===== config.mk =====
export PLATFORM = sky130hd
export DESIGN_NAME = rv_dmem_lsu
export DESIGN_NICKNAME = d
export VERILOG_FILES = /design/src/rtl/rv_dmem_lsu.sv
export SDC_FILE = /design/constraint.sdc
export NUM_CORES = 1
export LEC_CHECK = 0
export ABC_CLOCK_PERIOD_IN_PS = 1900
export CORE_MARGIN = 1
export CORE_UTILIZATION = 55
export CTS_CLUSTER_SIZE = 25
export DETAILED_ROUTE_END_ITERATION = 10
export DONT_BUFFER_PORTS = 1
export GPL_TIMING_DRIVEN = 0
export PLACE_DENSITY_LB_ADDON = 0.05
export SKIP_LAST_GASP = 1
export SYNTH_ARGS = -nofsm -noshare
export SYNTH_HDL_FRONTEND = slang
export SYNTH_SLANG_ARGS = --single-unit

===== constraint.sdc =====
create_clock -name clk_i -period 1.9 [get_ports clk_i]
set_input_delay 0.38 -clock clk_i [delete_from_list [all_inputs] [get_ports clk_i]]
set_output_delay 0.38 -clock clk_i [all_outputs]
set_load 0.01 [all_outputs]

===== src/rtl/rv_dmem_lsu.sv =====
// Load/store unit: runs one execute request as a single pipelined-Wishbone data cycle,
// aligns store data/byte selects, and returns the raw load word with done/error strobes.
module rv_dmem_lsu #(
  parameter int unsigned TIMEOUT = 16
) (
  input  logic        clk_i,
  input  logic        rst_n_i,
  input  logic        x_valid_i,
  input  logic        x_load_i,
  input  logic        x_store_i,
  input  logic [2:0]  x_fun_i,
  input  logic [31:0] x_addr_i,
  input  logic [31:0] x_store_data_i,
  output logic        busy_o,
  output logic        dm_load_done_o,
  output logic        dm_store_done_o,
  output logic [31:0] dm_data_l_o,
  output logic        dm_misaligned_o,
  output logic        dm_bus_err_o,
  output logic        dm_cyc_o,
  output logic        dm_stb_o,
  output logic        dm_we_o,
  output logic [31:0] dm_adr_o,
  output logic [3:0]  dm_sel_o,
  output logic [31:0] dm_dat_o,
  input  logic [31:0] dm_dat_i,
  input  logic        dm_ack_i,
  input  logic        dm_stall_i
);

  // Width codes follow the RISC-V load/store funct3 encoding.
  localparam logic [2:0] LDST_B  = 3'b000;
  localparam logic [2:0] LDST_H  = 3'b001;
  localparam logic [2:0] LDST_L  = 3'b010;
  localparam logic [2:0] LDST_BU = 3'b100;
  localparam logic [2:0] LDST_HU = 3'b101;

  localparam int unsigned CW = (TIMEOUT > 2) ? $clog2(TIMEOUT) : 1;
  localparam logic [CW-1:0] CNT_MAX = CW'(TIMEOUT - 1);

  typedef enum logic [1:0] {
    S_IDLE,
    S_STROBE,
    S_WAIT_ACK
  } state_e;

  state_e      state_q, state_d;
  logic [CW-1:0] cnt_q, cnt_d;
  logic        load_q, load_d;
  logic        we_q, we_d;
  logic [31:0] adr_q, adr_d;
  logic [3:0]  sel_q, sel_d;
  logic [31:0] dat_q, dat_d;
  logic [31:0] data_l_q, data_l_d;
  logic        load_done_q, load_done_d;
  logic        store_done_q, store_done_d;
  logic        misal_q, misal_d;
  logic        err_q, err_d;

  logic        is_half, is_word, misaligned;
  logic        accept, ack_end, expired;
  logic [3:0]  req_sel;
  logic [31:0] req_dat;

  assign is_half    = (x_fun_i == LDST_H) || (x_fun_i == LDST_HU);
  assign is_word    = (x_fun_i == LDST_L);
  assign misaligned = (is_half && x_addr_i[0]) || (is_word && (x_addr_i[1:0] != 2'b00));

  // The done-pulse cycle still counts as busy, so a new request lands the cycle after.
  assign busy_o  = (state_q != S_IDLE) || load_done_q || store_done_q;
  assign accept  = (state_q == S_IDLE) && !busy_o && x_valid_i && (x_load_i || x_store_i);

  // An ack only counts once the strobe has actually been taken by the slave.
  assign ack_end = dm_ack_i && ((state_q == S_WAIT_ACK) || !dm_stall_i);
  assign expired = (cnt_q == CNT_MAX) && !ack_end;

  always_comb begin
    req_sel = 4'b1111;
    req_dat = 32'h0;
    if (x_store_i) begin
      case (x_fun_i)
        LDST_B, LDST_BU: begin
          req_sel = 4'b0001 << x_addr_i[1:0];
          req_dat = {4{x_store_data_i[7:0]}};
        end
        LDST_H, LDST_HU: begin
          req_sel = x_addr_i[1] ? 4'b1100 : 4'b0011;
          req_dat = {2{x_store_data_i[15:0]}};
        end
        default: begin
          req_sel = 4'b1111;
          req_dat = x_store_data_i;
        end
      endcase
    end
  end

  always_comb begin
    state_d      = state_q;
    cnt_d        = cnt_q;
    load_d       = load_q;
    we_d         = we_q;
    adr_d        = adr_q;
    sel_d        = sel_q;
    dat_d        = dat_q;
    data_l_d     = data_l_q;
    load_done_d  = 1'b0;
    store_done_d = 1'b0;
    misal_d      = 1'b0;
    err_d        = 1'b0;

    case (state_q)
      S_IDLE: begin
        if (accept) begin
          adr_d  = {x_addr_i[31:2], 2'b00};
          sel_d  = req_sel;
          dat_d  = req_dat;
          we_d   = x_store_i;
          load_d = x_load_i;
          cnt_d  = '0;
          if (misaligned) begin
            load_done_d  = x_load_i;
            store_done_d = x_store_i;
            misal_d      = 1'b1;
          end else begin
            state_d = S_STROBE;
          end
        end
      end

      S_STROBE, S_WAIT_ACK: begin
        cnt_d = cnt_q + CW'(1);
        if (ack_end) begin
          state_d      = S_IDLE;
          load_done_d  = load_q;
          store_done_d = !load_q;
          if (load_q) data_l_d = dm_dat_i;
        end else if (expired) begin
          state_d      = S_IDLE;
          load_done_d  = load_q;
          store_done_d = !load_q;
          err_d        = 1'b1;
          if (load_q) data_l_d = 32'h0;
        end else if ((state_q == S_STROBE) && !dm_stall_i) begin
          state_d = S_WAIT_ACK;
        end
      end

      default: state_d = S_IDLE;
    endcase
  end

  always_ff @(posedge clk_i or negedge rst_n_i) begin
    if (!rst_n_i) begin
      state_q      <= S_IDLE;
      cnt_q        <= '0;
      load_q       <= 1'b0;
      we_q         <= 1'b0;
      adr_q        <= 32'h0;
      sel_q        <= 4'h0;
      dat_q        <= 32'h0;
      data_l_q     <= 32'h0;
      load_done_q  <= 1'b0;
      store_done_q <= 1'b0;
      misal_q      <= 1'b0;
      err_q        <= 1'b0;
    end else begin
      state_q      <= state_d;
      cnt_q        <= cnt_d;
      load_q       <= load_d;
      we_q         <= we_d;
      adr_q        <= adr_d;
      sel_q        <= sel_d;
      dat_q        <= dat_d;
      data_l_q     <= data_l_d;
      load_done_q  <= load_done_d;
      store_done_q <= store_done_d;
      misal_q      <= misal_d;
      err_q        <= err_d;
    end
  end

  assign dm_cyc_o        = (state_q != S_IDLE);
  assign dm_stb_o        = (state_q == S_STROBE);
  assign dm_we_o         = we_q;
  assign dm_adr_o        = adr_q;
  assign dm_sel_o        = sel_q;
  assign dm_dat_o        = dat_q;
  assign dm_data_l_o     = data_l_q;
  assign dm_load_done_o  = load_done_q;
  assign dm_store_done_o = store_done_q;
  assign dm_misaligned_o = misal_q;
  assign dm_bus_err_o    = err_q;

endmodule


==> results.json <==
{
  "avgRoutedWirePerCell_um": 18.5,
  "grt_first_pass_wirelength_um": 20200,
  "r2r_cells": 8,
  "p_per_area_mw_per_mm2": 1620,
  "synth.area.top_cells": "dfrtp_1 55%, nand2_1 12%, o21ai_0 5.0%",
  "start_util": 0.571,
  "chipHeight_um": 97.1,
  "drc": 0,
  "worstSetupEndpointType": "register",
  "cp_max_fo": 10,
  "setup_slack_ps": -124,
  "diodes": 0,
  "rsz0062_at_grt": "yes",
  "post_drt_via_cell_ratio": 5.76,
  "numCtsBuffers": 9,
  "critPathLaunchType": "register",
  "yosysSeqAreaShare": 0.553,
  "fin_total_pwr_uw": 9110,
  "syn2layout_area_growth_pct": 12.7,
  "place_inst": 653,
  "numPortBuffers": 0,
  "track_usage": 0.269,
  "ir_drop_uv": 788,
  "grt_max_degree": 111,
  "ant_nets": 0,
  "die_area_mm2": 0.00943,
  "hp-class": "primary input to asynchronous set/reset pin",
  "antenna_found_initial": 0,
  "die_width_um": 97.1,
  "clockRootBuffer": "clkbuf_8",
  "final_area_mm2": 0.00561,
  "worstMarginPinSlew_ps": 521,
  "rows": 34,
  "critPathArrivalTime_ps": 2280,
  "yosys_warnings": 0,
  "reg2reg_slack_ps": -120,
  "final_common_cell": "nand2_1",
  "required_ps": 2160,
  "fin_crit_sh": 1.07,
  "syn_area_mm2": 0.00498,
  "overflow": 0,
  "final_util": 0.643,
  "clockBufferDepth": 2,
  "hpwl_um": 8790,
  "vias": 3936,
  "synth_top_area_frac": 0.553,
  "clk_latency_ps": 380,
  "period_minus_slack_ps": 2020,
  "yosys.cell_types.count": 44,
  "yosys.area.top_type": "dfrtp_1",
  "setup_viol": 53,
  "grt_pass1_vias": 3954,
  "avgSynthCellArea_um2": 9.15,
  "drt-initial-drc-count": 177,
  "pin_count": 214,
  "whs_ps": -324,
  "power.leakage_uw": 0.00274,
  "slew_headroom": 0.651,
  "placed_cell_area_mm2": 0.00514,
  "place.gp.congestion": 0.818,
  "finalHoldViolCount": 110,
  "clkTransAtPathRegs_ps": 110,
  "htreeDepth": 3,
  "maxCapViolCount": 0,
  "synthCells": 544,
  "slew_violations": 0,
  "layout_common_cells": "154 x nand2_1, 110 x dfrtp_1, 47 x o21ai_0",
  "cts_tree": "built",
  "clock.fmax_mhz": 494,
  "r2r-end": "dm_dat_o[9]",
  "instances_no_fill": 683,
  "fin_nets": 682,
  "fin_skew_ps": 11.1,
  "detail_route.first_pass.iterations": 4,
  "violations": "hold timing, setup timing",
  "status": "finished, violations left",
  "reg2reg_from": "state_q[1]",
  "drive_gt1_frac": 0.148,
  "core_area_mm2": 0.00872,
  "timing_worst_setup_path_type": "register to register",
  "ys_ff_latch": 110,
  "wl_um": 12600,
  "clkSinkCount": 110
}
[area by class of cell]
class / count / area, µm²
fill: 765 / 3110
sequential: 110 / 2750
multi-input combinational: 358 / 1970
buffer: 40 / 267
inverter: 38 / 143
clock buffer: 10 / 138
tap: 108 / 135
timing repair buffer: 13 / 131
clock inverter: 6 / 76.3
[synthesized netlist by cell type, drive strengths merged]
| library cell | n |
|---|---|
| o311ai | 1 |
| or2 | 1 |
| or4b | 1 |
| o22a | 1 |
| ha | 6 |
| nand2 | 155 |
| or3b | 1 |
| nand2b | 1 |
| a21boi | 1 |
| inv | 38 |
| o21bai | 1 |
| conb | 1 |
| mux2 | 9 |
| nor3 | 2 |
| a21oi | 20 |
| and2 | 1 |
| o21ba | 1 |
| nand3 | 21 |
| dfrtp | 110 |
| o32a | 1 |
| or3 | 1 |
| nand4bb | 1 |
| mux2i | 9 |
| nor2 | 16 |
| and3 | 2 |
| buf | 19 |
| o32ai | 1 |
| o21ai | 53 |
| a32o | 1 |
| nand4 | 32 |
| o31ai | 1 |
| clkbuf | 21 |
| o211a | 1 |
| nand4b | 1 |
| o22ai | 1 |
| o211ai | 2 |
| o21a | 1 |
| a22o | 8 |
[where the power goes]
group | switching, µW | internal, µW | leakage, µW
registers | 1280 | 3420 | 0.00138
logic | 1680 | 1230 | 0.00125
clock network | 833 | 670 | 0.000109
total | 3790 | 5310 | 0.00274
[cell families (layout without fill, tap and decap cells)]
group,count (synthesis),in the layout,share of synthesized area
AND/OR/NAND/NOR,236,236,0.209
flip-flops,110,110,0.553
AO/OA/AOI/OAI,95,96,0.116
buffers and inverters,78,107,0.0679
multiplexers,18,18,0.0385
adder cells (fa/ha/maj),6,6,0.0151
other,1,2,0.000753
[layer usage]
| metal | wire length [µm] | global-route usage | part of all wire | up-vias |
|---|---|---|---|---|
| li1 | - | - | - | 1851 |
| met2 | 6180 | 0.447 | 0.49 | 167 |
| met5 | 0 | 0 | 0 | - |
| met1 | 5120 | 0.326 | 0.41 | 1897 |
| met4 | 255 | 0.107 | 0.020 | 0 |
| met3 | 1050 | 0.0863 | 0.083 | 21 |
[stage by stage]
step	setup WS, ps	TNS (ps)
floorplan	-14.8	-88.5
global placement	-351	-14970
global route	-174	-7500
finish	-124	-2610
CTS	-101	-2980
detailed placement	-445	-20540
[registers in the layout, summed over array words and instances (netlist names)]
signal,cells
dm_dat_o,32
dm_data_l_o,32
dm_adr_o,30
cnt_q,4
dm_sel_o,4
state_q,2
dm_bus_err_o,1
dm_load_done_o,1
dm_misaligned_o,1
dm_store_done_o,1
dm_we_o,1
load_q,1
[what timing repair did]
| action | in CTS | in global routing |
|---|---|---|
| hold endpoints to repair | 110 | 110 |
| pin swaps | 1 | 4 |
| gates resized for setup | 10 | 42 |
| setup buffers | 6 | 5 |
| cloned | 0 | 3 |
| setup endpoints to repair | 106 | 103 |
[critical path, cell delays in order, from the launching register on]
cell and delay, ps:
dfrtp_1 440, inv_2 100, ha_4 130, or3b_1 350
buf_6 150, or2_4 250, buf_6 140, buf_12 140
a22o_1 210
[worst max-delay path by stage]
| stage | start | end | slack (ps) |
|---|---|---|---|
| 3_5_place_dp | state_q[0] | dm_data_l_o[4] | -440 |
| 2_1_floorplan | state_q[1] | dm_dat_o[10] | -10 |
| 6_report | state_q[1] | dm_dat_o[9] | -120 |
| 3_3_place_gp | state_q[0] | dm_data_l_o[6] | -350 |
| 4_1_cts | state_q[0] | dm_dat_o[9] | -100 |
| 5_1_grt | state_q[1] | dm_dat_o[8] | -170 |
Note: power is estimated with default switching activity, not from simulation.
